File: src/rtl/cpu_pkg.sv
// Shared types and constants for the LEGv8 pipeline: opcodes, the ID/EX record, and update-source selector.
// Latency: none; this package holds only types, constants and pure functions.
// Backpressure: none; nothing here carries state.
package cpu_pkg;

    // Width of the data fields held in the ID/EX record.
    localparam int XLEN = 64;

    // Full 11-bit opcodes, taken from instruction[31:21].
    localparam logic [10:0] OP_LDUR = 11'b11111000010;
    localparam logic [10:0] OP_STUR = 11'b11111000000;
    localparam logic [10:0] OP_ADDS = 11'b10101011000;
    localparam logic [10:0] OP_SUBS = 11'b11101011000;

    // Short-format opcodes are matched on a prefix of instruction[31:21].
    localparam logic [9:0] OP_ADDI_PFX  = 10'b1001000100;
    localparam logic [7:0] OP_CBZ_PFX   = 8'b10110100;
    localparam logic [7:0] OP_BCOND_PFX = 8'b01010100;
    localparam logic [5:0] OP_BL_PFX    = 6'b100101;

    // X31 as a destination discards the result, so it never carries a dependence.
    localparam logic [4:0] XZR = 5'd31;

    // Everything the execute stage needs from decode, captured in one register.
    typedef struct packed {
        logic            valid;
        logic [10:0]     opcode;
        logic            alu_on;
        logic            mem_read;
        logic            mem_write;
        logic            reg_write;
        logic            set_flags;
        logic [4:0]      rn;
        logic [4:0]      rm;
        logic [4:0]      rd;
        logic [XLEN-1:0] a;
        logic [XLEN-1:0] b;
        logic [XLEN-1:0] imm;
    } id_ex_t;

    // Source of the next ID/EX contents, highest priority first.
    typedef enum logic [2:0] {
        UPD_FLUSH,    // branch kill: bubble
        UPD_HOLD,     // data memory busy: keep current contents
        UPD_HAZARD,   // load-use: bubble, counted
        UPD_CAPTURE,  // normal advance of a valid ID instruction
        UPD_IDLE      // ID empty: bubble, not counted
    } upd_sel_e;

    // A bubble is the all-zero record: invalid, no controls, ALU off.
    function automatic id_ex_t bubble();
        bubble = '0;
    endfunction

    // True for the one opcode whose result is only available after memory.
    function automatic logic is_load(input logic [10:0] opcode);
        is_load = (opcode == OP_LDUR);
    endfunction

endpackage

File: src/rtl/id_ex_stage_hazard_detect.sv
// Load-use hazard detector: EX holds a load whose destination ID is about to read.
// Latency: purely combinational, same cycle.
// Backpressure: none; the stage above decides how flush and mem_busy override it.
module hazard_detect
    import cpu_pkg::*;
(
    input  logic       ex_valid_i,
    input  logic       ex_mem_read_i,
    input  logic       ex_reg_write_i,
    input  logic [4:0] ex_rd_i,
    input  logic       id_valid_i,
    input  logic [4:0] id_rn_i,
    input  logic [4:0] id_rm_i,
    input  logic       id_rn_used_i,
    input  logic       id_rm_used_i,
    output logic       haz_o
);

    logic ex_load_writes;
    logic rn_dep;
    logic rm_dep;

    // A load in EX only blocks ID when it really writes a register other than XZR.
    always_comb begin
        ex_load_writes = ex_valid_i & ex_mem_read_i & ex_reg_write_i & (ex_rd_i != XZR);
        rn_dep         = id_rn_used_i & (id_rn_i == ex_rd_i);
        rm_dep         = id_rm_used_i & (id_rm_i == ex_rd_i);
        haz_o          = ex_load_writes & id_valid_i & (rn_dep | rm_dep);
    end

endmodule

File: src/rtl/id_ex_stage.sv
// ID/EX pipeline register with load-use bubble insertion, branch flush and memory-wait freeze.
// Latency: one cycle from ID capture to ex_* outputs; a load-use hazard costs one extra bubble cycle.
// Backpressure: mem_busy freezes ex_*; stall asks PC and IF/ID to hold only while a load-use bubble goes in.
module id_ex_stage
    import cpu_pkg::*;
#(
    parameter int DATA_W = XLEN,
    parameter int CNT_W  = 16
) (
    input  logic              clk,
    input  logic              rst_n,

    input  logic              id_valid,
    input  logic [10:0]       id_opcode,
    input  logic              id_alu_on,
    input  logic              id_mem_read,
    input  logic              id_mem_write,
    input  logic              id_reg_write,
    input  logic              id_set_flags,
    input  logic [4:0]        id_rn,
    input  logic [4:0]        id_rm,
    input  logic [4:0]        id_rd,
    input  logic              id_rn_used,
    input  logic              id_rm_used,
    input  logic [DATA_W-1:0] id_a,
    input  logic [DATA_W-1:0] id_b,
    input  logic [DATA_W-1:0] id_imm,

    input  logic              flush,
    input  logic              mem_busy,

    output logic              ex_valid,
    output logic              ex_alu_on,
    output logic              ex_mem_read,
    output logic              ex_mem_write,
    output logic              ex_reg_write,
    output logic              ex_set_flags,
    output logic [10:0]       ex_opcode,
    output logic [4:0]        ex_rn,
    output logic [4:0]        ex_rm,
    output logic [4:0]        ex_rd,
    output logic [DATA_W-1:0] ex_a,
    output logic [DATA_W-1:0] ex_b,
    output logic [DATA_W-1:0] ex_imm,

    output logic              stall,
    output logic [CNT_W-1:0]  bubble_cnt
);

    id_ex_t           ex_q;
    id_ex_t           ex_d;
    id_ex_t           id_rec;
    logic [CNT_W-1:0] cnt_q;
    logic [CNT_W-1:0] cnt_d;
    logic             haz;
    upd_sel_e         upd_sel;

    hazard_detect u_hazard_detect (
        .ex_valid_i     (ex_q.valid),
        .ex_mem_read_i  (ex_q.mem_read),
        .ex_reg_write_i (ex_q.reg_write),
        .ex_rd_i        (ex_q.rd),
        .id_valid_i     (id_valid),
        .id_rn_i        (id_rn),
        .id_rm_i        (id_rm),
        .id_rn_used_i   (id_rn_used),
        .id_rm_used_i   (id_rm_used),
        .haz_o          (haz)
    );

    // Pack the decoded ID fields into one record, ready to be captured.
    always_comb begin
        id_rec           = '0;
        id_rec.valid     = 1'b1;
        id_rec.opcode    = id_opcode;
        id_rec.alu_on    = id_alu_on;
        id_rec.mem_read  = id_mem_read;
        id_rec.mem_write = id_mem_write;
        id_rec.reg_write = id_reg_write;
        id_rec.set_flags = id_set_flags;
        id_rec.rn        = id_rn;
        id_rec.rm        = id_rm;
        id_rec.rd        = id_rd;
        id_rec.a         = id_a;
        id_rec.b         = id_b;
        id_rec.imm       = id_imm;
    end

    // Choose this cycle's update; flush beats the freeze, the freeze beats the hazard.
    always_comb begin
        upd_sel = UPD_IDLE;
        if (flush) begin
            upd_sel = UPD_FLUSH;
        end else if (mem_busy) begin
            upd_sel = UPD_HOLD;
        end else if (haz) begin
            upd_sel = UPD_HAZARD;
        end else if (id_valid) begin
            upd_sel = UPD_CAPTURE;
        end
    end

    // Upstream holds only for a bubble that really goes in; the freeze is signalled by mem_busy itself.
    always_comb begin
        stall = (upd_sel == UPD_HAZARD);
    end

    // Next contents of the pipeline register and the saturating load-use bubble count.
    always_comb begin
        ex_d  = ex_q;
        cnt_d = cnt_q;
        unique case (upd_sel)
            UPD_HOLD:    ex_d = ex_q;
            UPD_CAPTURE: ex_d = id_rec;
            UPD_HAZARD: begin
                ex_d = bubble();
                if (cnt_q != {CNT_W{1'b1}}) begin
                    cnt_d = cnt_q + 1'b1;
                end
            end
            default:     ex_d = bubble();
        endcase
    end

    // State registers; reset clears everything so no stall survives a reset.
    always_ff @(posedge clk or negedge rst_n) begin
        if (!rst_n) begin
            ex_q  <= bubble();
            cnt_q <= '0;
        end else begin
            ex_q  <= ex_d;
            cnt_q <= cnt_d;
        end
    end

    // Unpack the record onto the execute-stage ports.
    always_comb begin
        ex_valid     = ex_q.valid;
        ex_opcode    = ex_q.opcode;
        ex_alu_on    = ex_q.alu_on;
        ex_mem_read  = ex_q.mem_read;
        ex_mem_write = ex_q.mem_write;
        ex_reg_write = ex_q.reg_write;
        ex_set_flags = ex_q.set_flags;
        ex_rn        = ex_q.rn;
        ex_rm        = ex_q.rm;
        ex_rd        = ex_q.rd;
        ex_a         = ex_q.a;
        ex_b         = ex_q.b;
        ex_imm       = ex_q.imm;
        bubble_cnt   = cnt_q;
    end

endmodule

File: config.mk
export PLATFORM = sky130hd
export DESIGN_NAME = id_ex_stage
export DESIGN_NICKNAME = d
export VERILOG_FILES = /design/src/rtl/cpu_pkg.sv /design/src/rtl/id_ex_stage_hazard_detect.sv /design/src/rtl/id_ex_stage.sv
export SDC_FILE = /design/constraint.sdc
export NUM_CORES = 1
export LEC_CHECK = 0
export CELL_PAD_IN_SITES_DETAIL_PLACEMENT = 1
export CELL_PAD_IN_SITES_GLOBAL_PLACEMENT = 1
export CORE_AREA = 2 2 184 186
export DETAILED_ROUTE_END_ITERATION = 7
export DIE_AREA = 0 0 186 188
export GPL_ROUTABILITY_DRIVEN = 0
export HOLD_SLACK_MARGIN = 0.1
export PLACE_DENSITY = 0.74
export SLEW_MARGIN = 20
export SYNTH_ARGS = -nofsm -noshare
export SYNTH_HDL_FRONTEND = slang
export SYNTH_SLANG_ARGS = --single-unit
File: constraint.sdc
create_clock -name clk -period 2.3 [get_ports clk]
set_input_delay 0.46 -clock clk [delete_from_list [all_inputs] [get_ports clk]]
set_output_delay 0.46 -clock clk [all_outputs]
set_load 0.01 [all_outputs]
==> flow_summary.ini, run 1 <==
[run_status]
run_status = complete, no violations

[cells_and_area]
layout.cells.most_common_list = 468 x clkdlybuf4s50_1, 236 x dfrtp_1, 223 x a22o_1
nFillCells = 3360
design_area_um2 = 15150
nNetsFinal = 1306
stdcell_count = 1544
multi_input_area_um2 = 2526
flow.area_growth_from_synthesis_pct = 73.94
ff_latch_area_um2 = 6011
fin_util_pct = 45.75
fraction_of_layout_instances_using_a_drive_strength_above_1_pct = 8.676
final_common_cell = clkdlybuf4s50_1

[route]
initialDrtViolationCount = 261
wl_um = 33050
postRouteAntennaNets = 0
drt_pre_antenna_iters = 4
vias_per_cell = 4.753
routedWlPerCell_um = 21.40
via_count = 7338
post-route-drc-count = 0

[global_routing]
grt_first_pass_wirelength_um = 50110
total_routing_usage_gr_pct = 18.39
number_of_global_route_vias_before_repair = 8327
grt_start_max_net_pins = 86
grt.overflow.total = 0
grt_antenna_before_repair = 1

[timing]
rsz0062_at_grt = true
post-route-period-util_pct = 96.80
skew_ns = 0.03212
timing_worst_slew_pin_value_ns = 0.5918
tmin_final_ns = 2.226
setup_ws_ns = 0.07352
timing.final.hold_violations = 0
slew_viol_final = 0
max-slew-margin-rel_pct = 60.55
max_clock_freq_ghz = 0.4491
setup-violations-final = 0

[synthesis]
mappedNetlistNets = 822
synth.yosys.warnings = 0
seq_area_frac_synth_pct = 68.96
post_synth_num_cell_types = 24
post_synth.cell_area_avg_um2 = 14.74
synthCells = 591
post_synth_instance_area_um2 = 8710
synth_seq_cells = 240

[worst_setup_path]
critPathLaunchType = register
required_time_at_the_endpoint_of_the_critical_path_ns = 1.84
critical_path.endpoint_type = output port
reg2reg_depth = 6
crit_arrival_ns = 1.77
critical_path.reg2reg.startpoint = bubble_cnt[3]
reg2reg_setup_slack_ns = 0.28
path_class = register to output port
worstPathMaxFanout = 4
rr_endpoint = bubble_cnt[1]

[power]
power_leakage_nw = 6.659
pwr_density_cell_nw_per_um2 = 665.1
peakVddDrop_mv = 0.4759
report.power.total_w = 0.01008

[die]
std_cell_rows = 67
fp.dieW_um = 186
start_util_pct = 26.30
io_pins = 471
die-height_um = 188
die_area_um2 = 34970
area_of_the_placeable_core_um2 = 33110

[worst_hold_path]
hold_class = input pin to asynchronous set/reset pin

[cts]
cts_made_buffers = 27
clock_path_buffers = 3
clk_latency_ns = 0.55
root_buffer = clkbuf_16
cts_tree = yes
clkSlewWorstSetupHoldPaths_ns = 0.06
cts.sinks = 240
htree_num_levels = 1

[place]
hpwlAfterDp_um = 24460
preCtsSetupSlack_ns = -0.3732
placed_cells = 1490
place.port_buffers = 470
placed_cell_area_um2 = 14170

[run]
drv.max_cap_violation_count = 0
## cells in the mapped netlist (all sizes together)
library cell,count,area (µm²)
nand3,7,35.03
inv,2,7.510
dfrtp,240,6006
and2,1,6.260
clkbuf,31,116.4
nor4,1,21.27
a21o,1,7.510
nand4,11,75.07
mux2,1,11.26
o22ai,1,6.260
xor2,1,8.760
nand2,11,41.29
nor2b,1,6.260
buf,20,112.6
a22o,223,1953
and3,3,18.77
ha,1,12.51
a21oi,1,8.760
nand2b,2,12.51
nor3,2,10.01
xnor2,24,210.2
nor2,6,22.52
## per-stage QoR
stage                TNS (ns)  hold slack (ns)
global placement       -24.27           0.4750
detailed placement     -29.98           0.4767
global route        -0.002317           0.4952
CTS                         0           0.4794
floorplan                   0           0.1644
finish                      0           0.4953
## cell type report
class                           count  area share, %
Sequential cell                   240          39.68
Clock buffer                       40          5.244
Multi-Input combinational cell    298          16.67
Timing Repair Buffer              506          33.97
Clock inverter                      9         0.6690
Antenna cell                        1        0.01652
Inverter                            2        0.04955
Tap cell                          448          3.700
## worst max path at each step
stage                     depth (start not counted)           from       endpoint  slack (ns)
after floorplan                                   6  bubble_cnt[3]  bubble_cnt[1]        0.56
after global placement                            6       id_rm[1]          stall       -0.38
after detailed placement                          6       id_rm[1]          stall       -0.37
after CTS                                         5       ex_rd[4]          stall       0.009
after global routing                              5       ex_rd[1]          stall      -0.002
final                                             3       ex_rd[3]       ex_rd[3]        0.07
## cell families after synthesis
family / Yosys count / share of synthesized area (%)
AND/OR/NAND/NOR: 45 / 2.859
adder cells (fa/ha/maj): 1 / 0.1436
multiplexers: 1 / 0.1293
AO/OA/AOI/OAI: 226 / 22.68
flip-flops: 240 / 68.96
buffers and inverters: 53 / 2.715
XOR/XNOR: 25 / 2.514
## layer usage
metal / vias up / GRT usage, % / wire length [µm]
li1: 3216 / - / -
met1: 3714 / 21.30 / 12580
met2: 352 / 32.21 / 16530
met3: 56 / 6.137 / 3224
met4: 0 / 5.058 / 709
met5: - / 0 / 0
## power by group
part           switching, W  total (W)  internal (W)
registers         0.0000957    0.00447       0.00437
logic              0.000494    0.00126      0.000764
clock network       0.00175    0.00435       0.00260
## critical path: stages (launching register included)
cell	delay [ns]
dfrtp_2	0.46
buf_4	0.15
buf_4	0.13
clkdlybuf4s50_1	0.49
## registers in the layout (all words and copies together) (netlist names)
signal / cells
ex_a: 64
ex_b: 64
ex_imm: 64
bubble_cnt: 16
ex_opcode: 11
ex_rd: 5
ex_rm: 5
ex_rn: 5
ex_alu_on: 1
ex_mem_read: 1
ex_mem_write: 1
ex_reg_write: 1
ex_set_flags: 1
ex_valid: 1
## what timing repair did
action	4_1_cts	5_1_grt
gates resized for setup	11	5
buffers inserted	2	1
endpoints found under the setup margin	1	1
hold endpoints to repair	57	0
hold buffers	1	0
pin swaps	5	2
Note: power is estimated with default switching activity, not from simulation.
==> run 2: changes to the inputs <==
--- a/config.mk
+++ b/config.mk
@@ -13,7 +13,7 @@
 export GPL_ROUTABILITY_DRIVEN = 0
 export HOLD_SLACK_MARGIN = 0.1
 export PLACE_DENSITY = 0.74
-export SLEW_MARGIN = 20
+export SLEW_MARGIN = 15
 export SYNTH_ARGS = -nofsm -noshare
 export SYNTH_HDL_FRONTEND = slang
 export SYNTH_SLANG_ARGS = --single-unit
==> results of run 2 <==
No change in the layout: final DEF, timing and power equal those of run 1.
==> run 3: changes to the inputs <==
--- a/config.mk
+++ b/config.mk
@@ -13,6 +13,7 @@
 export GPL_ROUTABILITY_DRIVEN = 0
 export HOLD_SLACK_MARGIN = 0.1
 export PLACE_DENSITY = 0.74
+export SKIP_CTS_REPAIR_TIMING = 1
 export SLEW_MARGIN = 15
 export SYNTH_ARGS = -nofsm -noshare
 export SYNTH_HDL_FRONTEND = slang
==> flow_summary.ini, run 3 (synthesized netlist as in run 1, its figures left out) <==
[run_status]
run_status = complete, no violations

[worst_setup_path]
worstSetupEndpoint = stall
cp_num_buf_inv = 1
cp.depth = 5
reg2reg_setup_slack_ns = 0.27
timing.critical_path.slowest_stage_cell = dfrtp_2
critical-path-top-delay-family = flip-flops
crit_path_cell_trace = xnor2_1, nand4_1, o22ai_2, and2_4, buf_6
path_class = register to output port
critical_path.endpoint_type = output port
critical_path.reg2reg.startpoint = bubble_cnt[3]
critPathLaunchType = register
required_time_at_the_endpoint_of_the_critical_path_ns = 1.84
rr_endpoint = bubble_cnt[1]
critPathLaunch = ex_rd[0]
crit_arrival_ns = 1.84
reg2reg_depth = 6
worst_path_largest_cell_delay_ns = 0.46
worstPathMaxFanout = 5

[timing]
rsz0062_at_grt = true
post-route-period-util_pct = 99.79
skew_ns = 0.03177
max-slew-margin-rel_pct = 60.61
timing_worst_slew_pin_value_ns = 0.5909
tmin_final_ns = 2.295
timing.hold.ws_ns = 0.4957
slew_viol_final = 0
max_clock_freq_ghz = 0.4357
timing.final.hold_violations = 0
setup-violations-final = 0

[global_routing]
total_routing_usage_gr_pct = 18.36
busiest_layer = met2
grt.met3_usage_pct = 6.137
grt_first_pass_wirelength_um = 50000
grt_antenna_before_repair = 1
grt_start_max_net_pins = 86
number_of_global_route_vias_before_repair = 8308
grt.overflow.total = 0
grt.met2_usage_pct = 32.16
met1_usage_pct = 21.23

[cts]
clkSlewWorstSetupHoldPaths_ns = 0.06
cts.sinks = 240
htree_num_levels = 1
cts_made_buffers = 27
cts_tree = yes
clock_path_buffers = 3
root_buffer = clkbuf_16
clk_latency_ns = 0.54

[place]
hpwlAfterDp_um = 24460
place.port_buffers = 470
placed_cell_area_um2 = 14170

[route]
postRouteAntennaNets = 0
drt_pre_antenna_iters = 4
post-route-drc-count = 0
via_count = 7336
initialDrtViolationCount = 291
vias_per_cell = 4.751
wl_um = 33110
routedWlPerCell_um = 21.44

[cells_and_area]
fraction_of_layout_instances_using_a_drive_strength_above_1_pct = 8.767
nNetsFinal = 1306
flow.area_growth_from_synthesis_pct = 74.03
design_area_um2 = 15160
layout.cells.most_common_list = 468 x clkdlybuf4s50_1, 236 x dfrtp_1, 223 x a22o_1
final_common_cell = clkdlybuf4s50_1

[power]
power_leakage_nw = 6.664
report.power.total_w = 0.01008
peakVddDrop_mv = 0.4749
pwr_density_cell_nw_per_um2 = 664.8

[worst_hold_path]
hold_class = input pin to asynchronous set/reset pin

[die]
fp.dieW_um = 186
std_cell_rows = 67
area_of_the_placeable_core_um2 = 33110
start_util_pct = 26.30
io_pins = 471
die-height_um = 188
die_area_um2 = 34970

[run]
drv.max_cap_violation_count = 0
run 3: cell counts in the layout (fill, tap and decap cells not counted):
No cell type changed its count.
run 3: through the flow:
stage | setup WS (ns) | util [%] | setup TNS [ns] | instances
after floorplan | 0.5610 | - | 0 | 591
after global placement | -0.3772 | 42.79 | -24.27 | 1490
after detailed placement | -0.3732 | 42.79 | -29.98 | 1490
after CTS | -0.5626 | 45.49 | -0.5626 | 1539
after global routing | -0.06820 | 45.77 | -0.06820 | 1544
final | 0.004771 | 45.77 | 0 | 1544
run 3: final cells by class:
class                      instances  area, µm²
inverter                           2      7.507
clock inverter                     9      101.3
clock buffer                      40      794.5
timing repair buffer             506       5146
fill                            3364      17960
sequential                       240       6011
multi-input combinational        298       2534
tap                              448      560.5
antenna                            1      2.502
run 3: per-layer routing:
layer  routed length, µm  part of all wire (%)
met1               12560                    38
met2               16590                    50
met3                3224                   9.7
met4                 736                   2.2
met5                   0                     0
run 3: where the power goes:
group / leakage, nW / switching [W] / internal [W]
Clock: 0.443 / 0.00175 / 0.00260
Sequential: 3.27 / 0.0000960 / 0.00437
Combinational: 2.95 / 0.000495 / 0.000765
run 3: how the worst min path moves through the flow:
stage,startpoint,to,cells past startpoint
floorplan,rst_n,bubble_cnt[0],0
global placement,rst_n,ex_imm[12],1
detailed placement,rst_n,ex_imm[12],1
CTS,rst_n,ex_imm[12],1
global route,id_a[36],ex_a[36],2
finish,rst_n,ex_a[54],2
